==> src/rtl/fifo_burst_framer_pkg.sv <==
// framer_pkg: shared state encoding and timer sizing for fifo_burst_framer
package framer_pkg;
  typedef enum logic {IDLE = 1'b0, BURST = 1'b1} state_t;
  function automatic int timer_bits(input int timeout);
    return $clog2(timeout) + 1;
  endfunction
endpackage

==> src/rtl/skid_register.sv <==
// skid_register: 2-entry registered valid/ready buffer; in_ready depends only on registered state
// Ports: clock, reset (async, active-high), in_data/in_valid/in_ready upstream, out_data/out_valid/out_ready downstream
module skid_register #(
  parameter int W = 9
) (
  input  logic         clock,
  input  logic         reset,
  input  logic [W-1:0] in_data,
  input  logic         in_valid,
  output logic         in_ready,
  output logic [W-1:0] out_data,
  output logic         out_valid,
  input  logic         out_ready
);
  logic [W-1:0] skid_data;
  logic         skid_valid;
  assign in_ready = !skid_valid;
  always_ff @(posedge clock or posedge reset)
    if (reset) begin
      out_data   <= '0;
      out_valid  <= 1'b0;
      skid_data  <= '0;
      skid_valid <= 1'b0;
    end else if (out_ready || !out_valid) begin
      // output slot frees up: drain the skid entry first, otherwise pass input straight through
      if (skid_valid) begin
        out_data   <= skid_data;
        out_valid  <= 1'b1;
        skid_valid <= 1'b0;
      end else begin
        out_valid <= in_valid;
        if (in_valid) out_data <= in_data;
      end
    end else if (in_valid && !skid_valid) begin
      // output stalled: park the beat that was accepted on the strength of the registered ready
      skid_data  <= in_data;
      skid_valid <= 1'b1;
    end
endmodule

==> src/rtl/fifo_burst_framer.sv <==
// fifo_burst_framer: pulls FIFO words and emits bounded AXI-Stream frames with m_tlast on the final beat
// Ports: clock, reset (async, active-high); level_i/flush_i/s_tvalid/s_tready/s_tdata from/to the FIFO;
//   m_tvalid/m_tready/m_tlast/m_tdata to the sink; busy_o frame in progress; frames_o completed-frame count.
// Macro FRAMER_STATS_EN builds the frames_o counter; without it frames_o is tied to zero.
module fifo_burst_framer
  import framer_pkg::*;
#(
  parameter int WIDTH   = 8,
  parameter int ABITS   = 4,
  parameter int MAXLEN  = 8,
  parameter int TIMEOUT = 16
) (
  input  logic             clock,
  input  logic             reset,
  input  logic [ABITS-1:0] level_i,
  input  logic             flush_i,
  input  logic             s_tvalid,
  output logic             s_tready,
  input  logic [WIDTH-1:0] s_tdata,
  output logic             m_tvalid,
  input  logic             m_tready,
  output logic             m_tlast,
  output logic [WIDTH-1:0] m_tdata,
  output logic             busy_o,
  output logic [15:0]      frames_o
);
  localparam int TW = timer_bits(TIMEOUT);
  localparam logic [ABITS-1:0] MAX = ABITS'(MAXLEN);
  localparam logic [TW-1:0] TLAST = TW'(TIMEOUT - 1);
  if (MAXLEN < 1 || MAXLEN >= (1 << ABITS)) begin : g_bad_maxlen
    $error("fifo_burst_framer: MAXLEN must be within 1..2**ABITS-1");
  end
  if (TIMEOUT < 2) begin : g_bad_timeout
    $error("fifo_burst_framer: TIMEOUT must be at least 2");
  end
  state_t           state;
  logic [TW-1:0]    timer;
  logic [ABITS-1:0] remain;
  logic             skid_ready;
  logic             accept;
  assign busy_o   = state == BURST;
  assign s_tready = busy_o && skid_ready;
  assign accept   = s_tvalid && s_tready;
  always_ff @(posedge clock or posedge reset)
    if (reset) begin
      state  <= IDLE;
      timer  <= '0;
      remain <= '0;
    end else if (state == IDLE) begin
      // level is snapshotted here; later arrivals wait for the next frame
      if (level_i >= MAX) begin
        state  <= BURST;
        remain <= MAX;
        timer  <= '0;
      end else if (level_i != '0 && (flush_i || timer == TLAST)) begin
        state  <= BURST;
        remain <= level_i;
        timer  <= '0;
      end else begin
        timer <= level_i != '0 ? timer + 1'b1 : '0;
      end
    end else if (accept) begin
      remain <= remain - 1'b1;
      if (remain == 1) state <= IDLE;
    end
  skid_register #(.W(WIDTH + 1)) u_out (
    .clock     (clock),
    .reset     (reset),
    .in_data   ({remain == 1, s_tdata}),
    .in_valid  (s_tvalid && busy_o),
    .in_ready  (skid_ready),
    .out_data  ({m_tlast, m_tdata}),
    .out_valid (m_tvalid),
    .out_ready (m_tready)
  );
`ifdef FRAMER_STATS_EN
  logic [15:0] frames;
  always_ff @(posedge clock or posedge reset)
    if (reset) frames <= '0;
    else if (m_tvalid && m_tready && m_tlast) frames <= frames + 1'b1;
  assign frames_o = frames;
`else
  assign frames_o = 16'h0000;
`endif
endmodule

==> config.mk <==
export PLATFORM = sky130hd
export DESIGN_NAME = fifo_burst_framer
export DESIGN_NICKNAME = d
export VERILOG_FILES = /design/src/rtl/fifo_burst_framer_pkg.sv /design/src/rtl/skid_register.sv /design/src/rtl/fifo_burst_framer.sv
export SDC_FILE = /design/constraint.sdc
export NUM_CORES = 1
export LEC_CHECK = 0
export ABC_AREA = 1
export BUFFER_PORTS_ARGS = -buffer_cell sky130_fd_sc_hd__clkbuf_2
export CAP_MARGIN = 30
export CORE_MARGIN = 8
export CORE_UTILIZATION = 35
export DETAILED_ROUTE_END_ITERATION = 10
export SYNTH_ARGS = -nofsm -noshare
export SYNTH_HDL_FRONTEND = slang
export SYNTH_SLANG_ARGS = --single-unit
==> constraint.sdc <==
create_clock -name clock -period 1.7 [get_ports clock]
set_clock_uncertainty 0.1 [all_clocks]
set_input_delay 0.085 -clock clock [delete_from_list [all_inputs] [get_ports clock]]
set_output_delay 0.085 -clock clock [all_outputs]
set_load 0.01 [all_outputs]
==> flow_summary.yaml, run 1 <==
outcome:
  outcome: "finished, final reports clean"
global_route:
  first_global_vias: 1335
  grt_pass1_wl_um: 5890
  grt_use_met3: 0.0410
  met1_usage: 0.112
  antenna_found_initial: 0
  met2_usage: 0.162
  grt_usage: 0.0995
  overflow: 0
  busiest_layer: "met2"
  grt_max_degree: 31
yosys:
  synth_seq_cells: 30
  synth_top_area_share: 0.463
  synthAdderAreaFrac: 0.0309
  synth_cell_type_count: 19
  netlist_instances: 206
  yosys-top-cells-area: "dfrtp_1, nand2_1, buf_4, o21ai_0, inv_1"
  synthSimpleGateAreaFrac: 0.233
  synth_area_um2: 1620
  syn_area_per_cell_um2: 7.87
  yosysSeqAreaShare: 0.463
  synth_top_family_by_area: "simple AND/OR/NAND/NOR gates"
  yosysWarnings: 0
  muxShareOfSynthArea: 0.00617
  synth-xor-area-share: 0
  synth-compound-area-share: 0.111
  synth_top_area_cell: "dfrtp_1"
hold_path:
  hp-class: "input pin to register"
layout:
  nFillCells: 467
  layoutNonFillerInstCount: 301
  area_growth_pct: 20.6
  final_nets: 270
  drive_gt1_frac: 0.201
  antenna_cells: 0
  utilization: 0.443
power_and_ir_drop:
  p_comb_frac: 0.389
  irDropWorstVdd_mv: 0.447
  p_per_area_nw_per_um2: 1450
  power.leakage_nw: 1.05
  p_int_w: 0.00172
  p_clk_frac: 0.187
  p_switching_w: 0.00112
  seqPwrFrac: 0.425
  swShare: 0.394
timing:
  finalHoldViolCount: 0
  hold_ws_ns: 0.0402
  fin_crit_sh: 0.922
  grt_setup_unrepaired: "yes"
  fmax_mhz: 638
  slew_viol_final: 0
  post-route-min-period_ns: 1.57
  setup_violations: 0
routing:
  vias: 1316
  drc: 0
  firstDrtPassIters: 4
  drt-vias-per-instance: 4.37
  ant_nets: 0
  drt_iter0_drc: 41
  drt_wl_total_um: 3380
  wire_per_inst_um: 11.2
die:
  chipWidth_um: 84.1
  core-area_um2: 4410
  num_io_pins: 45
  rows: 24
  start_util: 0.367
  fp.dieH_um: 84.1
  dieArea_um2: 7070
placement:
  routabilityCongestion: 0.802
  hpwl_um: 2540
  dp.cells: 284
  portBuffers: 28
cts:
  clk_latency_ns: 0.28
  cts_buffers: 5
  htreeDepth: 2
  cts_tree: "yes"
  clk_pin_slew_ns: 0.06
  clk_root_buffer_cell: "clkbuf_8"
  clockBufferDepth: 2
  clkSinkCount: 30
setup_path:
  worst-setup-path-type: "register to register"
  required_ns: 1.80
  critPathCaptureType: "register"
  startpoint_type: "register"
  crit_fanout: 4
  crit_arrival_ns: 1.66
job:
  maxCapViolCount: 0
## critical path: stages (launching register included)
cell and delay (ns):
dfrtp_1 0.40, ha_2 0.20, nand2_1 0.08, nor2_1 0.05, ha_1 0.17, inv_1 0.08
nand2_2 0.08, nor2_4 0.11, nand3_2 0.09, o21ai_1 0.13
## routing by layer
layer / vias to the layer above / part of all wire
met2: 32 / 0.47
met4: 0 / 0.016
met5: - / 0
li1: 703 / -
met1: 576 / 0.45
met3: 5 / 0.062
## power by group through the flow
stage | combinational [W] | sequential (W) | clock [W]
after global routing | 0.00129 | 0.00125 | 0.000565
after CTS | 0.00110 | 0.00120 | 0.000543
after detailed placement | 0.00108 | 0.00122 | 0
after global placement | 0.00105 | 0.00120 | 0
after floorplan | 0.000757 | 0.00122 | 0
final | 0.00110 | 0.00120 | 0.000528
## per-stage QoR
stage | worst slack, ns | TNS, ns | instance area (um2) | power [W]
after global routing | -0.0103 | -0.0108 | 1960 | 0.00310
after floorplan | 0.172 | 0 | 1680 | 0.00197
after CTS | 0.0352 | 0 | 1930 | 0.00285
after detailed placement | 0.00273 | 0 | 1750 | 0.00230
after global placement | 0.0550 | 0 | 1750 | 0.00225
final | 0.133 | 0 | 1960 | 0.00283
## layout make-up
class                      count  area [um2]  share of cell area
timing repair buffer          42         268               0.137
tap                           52        65.1              0.0333
clock buffer                   5        68.8              0.0352
sequential                    30         751               0.384
multi-input combinational    146         703               0.360
inverter                      24        90.1              0.0461
clock inverter                 2        10.0             0.00512
## path summary, 6_finish.rpt
path / start / end / slack, ns / depth (start not counted)
max in group asynchronous: reset / timer[4] / 0.91 / 4
min reg2reg: u_out.out_data[7] / u_out.out_data[7] / 0.38 / 2
min in group asynchronous: reset / u_out.skid_data[1] / 0.31 / 4
min: s_tvalid / u_out.skid_valid / 0.04 / 3
max: timer[0] / timer[1] / 0.13 / 9
max reg2reg: timer[0] / timer[1] / 0.13 / 9
## timing repair
| item | in CTS | in global routing |
|---|---|---|
| endpoints found under the setup margin | 1 | 8 |
| buffers inserted | 0 | 1 |
| hold endpoints to repair | 38 | 0 |
| hold buffers | 9 | 0 |
| gates resized for setup | 1 | 9 |
## cells in the final DEF, fill, tap and decap left out
| cell type | count |
|---|---|
| nand2_1 | 57 |
| dfrtp_1 | 30 |
| clkbuf_2 | 28 |
| inv_1 | 23 |
| o21ai_0 | 20 |
| conb_1 | 16 |
| nand3_1 | 14 |
| o21ai_1 | 12 |
| nor2_1 | 10 |
| dlygate4sd3_1 | 9 |
| clkbuf_8 | 5 |
| buf_4 | 5 |
| a21oi_1 | 4 |
| nand2_2 | 3 |
| ha_1 | 3 |
| nand3_2 | 2 |
| nor2_4 | 2 |
| clkinv_2 | 2 |
| inv_2 | 1 |
| nand3_4 | 1 |
| mux2i_1 | 1 |
| ha_2 | 1 |
## state kept, by name, indices dropped and copies added (netlist names)
signal	cells
u_out.out_data	9
u_out.skid_data	9
timer	5
remain	4
busy_o	1
u_out.out_valid	1
u_out.skid_valid	1
## cell usage after synthesis
cell type	n
nand2_1	59
a21oi_1	4
nand3_1	16
o21ai_0	23
buf_6	2
nor2_4	1
nor2_1	11
inv_2	1
inv_1	23
ha_1	4
buf_4	17
dfrtp_1	30
mux2i_1	1
clkbuf_1	1
conb_1	1
nand2_2	1
nand3_4	1
o21ai_1	9
buf_2	1
## logic make-up (layout without fill, tap and decap cells)
logic type	Yosys count	in the layout
and+or+nand+nor	89	89
buffers and inverters	45	73
AOI/OAI and AO/OA	36	36
DFF	30	30
adders and majority gates	4	4
other	1	16
muxes	1	1
(Power assumes the default switching activity.)
==> run 2, diff against run 1 <==
==> constraint.sdc (replaced) <==
create_clock -name clock -period 2 [get_ports clock]
set_clock_uncertainty 0.1 [all_clocks]
set_input_delay 0.1 -clock clock [delete_from_list [all_inputs] [get_ports clock]]
set_output_delay 0.1 -clock clock [all_outputs]
set_load 0.01 [all_outputs]
==> flow_summary.yaml, run 2 (synthesis results as in run 1) <==
timing:
  setup_violations: 0
  hold_ws_ns: 0.0512
  finalSetupTns_ns: 0
  post-route-min-period_ns: 1.71
  fmax_mhz: 584
  grt_setup_unrepaired: "no"
  fin_crit_sh: 0.856
  slew_viol_final: 0
  finalHoldViolCount: 0
cts:
  htreeDepth: 2
  cts_tree: "yes"
  clockBufferDepth: 2
  clk_root_buffer_cell: "clkbuf_8"
  cts_buffers: 5
  clk_pin_slew_ns: 0.06
  cts_setup_buffers: 0
  clkSinkCount: 30
  clk_latency_ns: 0.28
setup_path:
  worst-setup-path-type: "register to register"
  critPathCaptureType: "register"
  startpoint_type: "register"
  crit_arrival_ns: 1.81
  reg2regPathDepth: 9
  ff2ff_setup_slack_ns: 0.29
  max_stage_delay_ns: 0.41
  required_ns: 2.10
  crit_slowest_cell: "dfrtp_1"
  crit_path_cell_trace: "ha_1, nand2_1, nor2_1, ha_1, inv_1, nand2_1, nor2_1, nand3_1, o21ai_0"
  crit_fanout: 4
layout:
  final_common_cell: "nand2_1"
  final_nets: 267
  layoutNonFillerInstCount: 299
  final_area_um2: 1920
  regArea_um2: 751
  area_growth_pct: 18.7
  layout_common_cells: "nand2_1, dfrtp_1, clkbuf_2"
  reg_top3: "u_out.out_data (9), u_out.skid_data (9), timer (5)"
  drive_gt1_frac: 0.170
  antenna_cells: 0
  nFillCells: 449
  multiInputGateArea_um2: 678
  utilization: 0.436
die:
  fp.dieH_um: 84.1
  chipWidth_um: 84.1
  core-area_um2: 4410
  rows: 24
  num_io_pins: 45
  dieArea_um2: 7070
  start_util: 0.367
global_route:
  met2_usage: 0.146
  grt_usage: 0.0956
  met1_usage: 0.113
  grt_pass1_wl_um: 5660
  busiest_layer: "met2"
  antenna_found_initial: 0
  grt_use_met3: 0.0332
  grt_max_degree: 31
  overflow: 0
  first_global_vias: 1276
hold_path:
  hp-class: "input pin to register"
  holdPathStages: 3
routing:
  wire_per_inst_um: 10.9
  ant_nets: 0
  drt_iter0_drc: 73
  vias: 1295
  firstDrtPassIters: 4
  drt_wl_total_um: 3260
  drc: 0
  drt-vias-per-instance: 4.33
placement:
  hpwl_um: 2410
  post_dp_cell_area_um2: 1740
  portBuffers: 28
  routabilityCongestion: 0.804
  dp.cells: 282
power_and_ir_drop:
  irDropWorstVdd_mv: 0.364
  power.leakage_nw: 1.04
  p_per_area_nw_per_um2: 1250
job:
  maxCapViolCount: 0
outcome:
  outcome: "finished, final reports clean"
-- run 2: worst paths after layout --
kind	start	endpoint
worst max-delay path	timer[0]	timer[0]
worst min register to register	u_out.skid_data[5]	u_out.skid_data[5]
min in group asynchronous	reset	u_out.out_valid
max in group asynchronous	reset	remain[2]
worst min-delay path	s_tvalid	u_out.skid_valid
worst max register to register	timer[0]	timer[0]
-- run 2: layout make-up --
class | count | area share
Inverter | 24 | 0.0468
Multi-Input combinational cell | 146 | 0.352
Sequential cell | 30 | 0.390
Clock inverter | 2 | 0.00650
Timing Repair Buffer | 39 | 0.127
Tap cell | 52 | 0.0338
Clock buffer | 6 | 0.0429
-- run 2: critical path: cells and delay by family, from the launching register on --
family,cells,cell delay (ns)
simple gates,5,0.50
flops,1,0.41
fa+ha+maj,2,0.40
compound gates,1,0.17
buf+inv,1,0.07
-- run 2: timing repair --
item	CTS	global route
hold buffers	9	0
resized for setup	0	0
endpoints found under the setup margin	0	0
hold endpoints to repair	38	0
-- run 2: per-layer routing --
layer / wire (um) / vias up
li1: - / 695
met1: 1520 / 564
met2: 1490 / 31
met3: 178 / 5
met4: 72 / 0
met5: 0 / -
-- run 2: per-stage QoR --
stage	setup slack, ns	power [W]
after floorplan	0.472	0.00168
after global placement	0.355	0.00190
after detailed placement	0.286	0.00192
after CTS	0.275	0.00244
after global routing	0.0945	0.00262
final	0.289	0.00241
-- run 2: report_power, final --
group / switching (W) / internal [W] / total (W)
combinational: 0.000536 / 0.000344 / 0.000881
sequential: 0.000171 / 0.000852 / 0.00102
clock: 0.000226 / 0.000276 / 0.000502
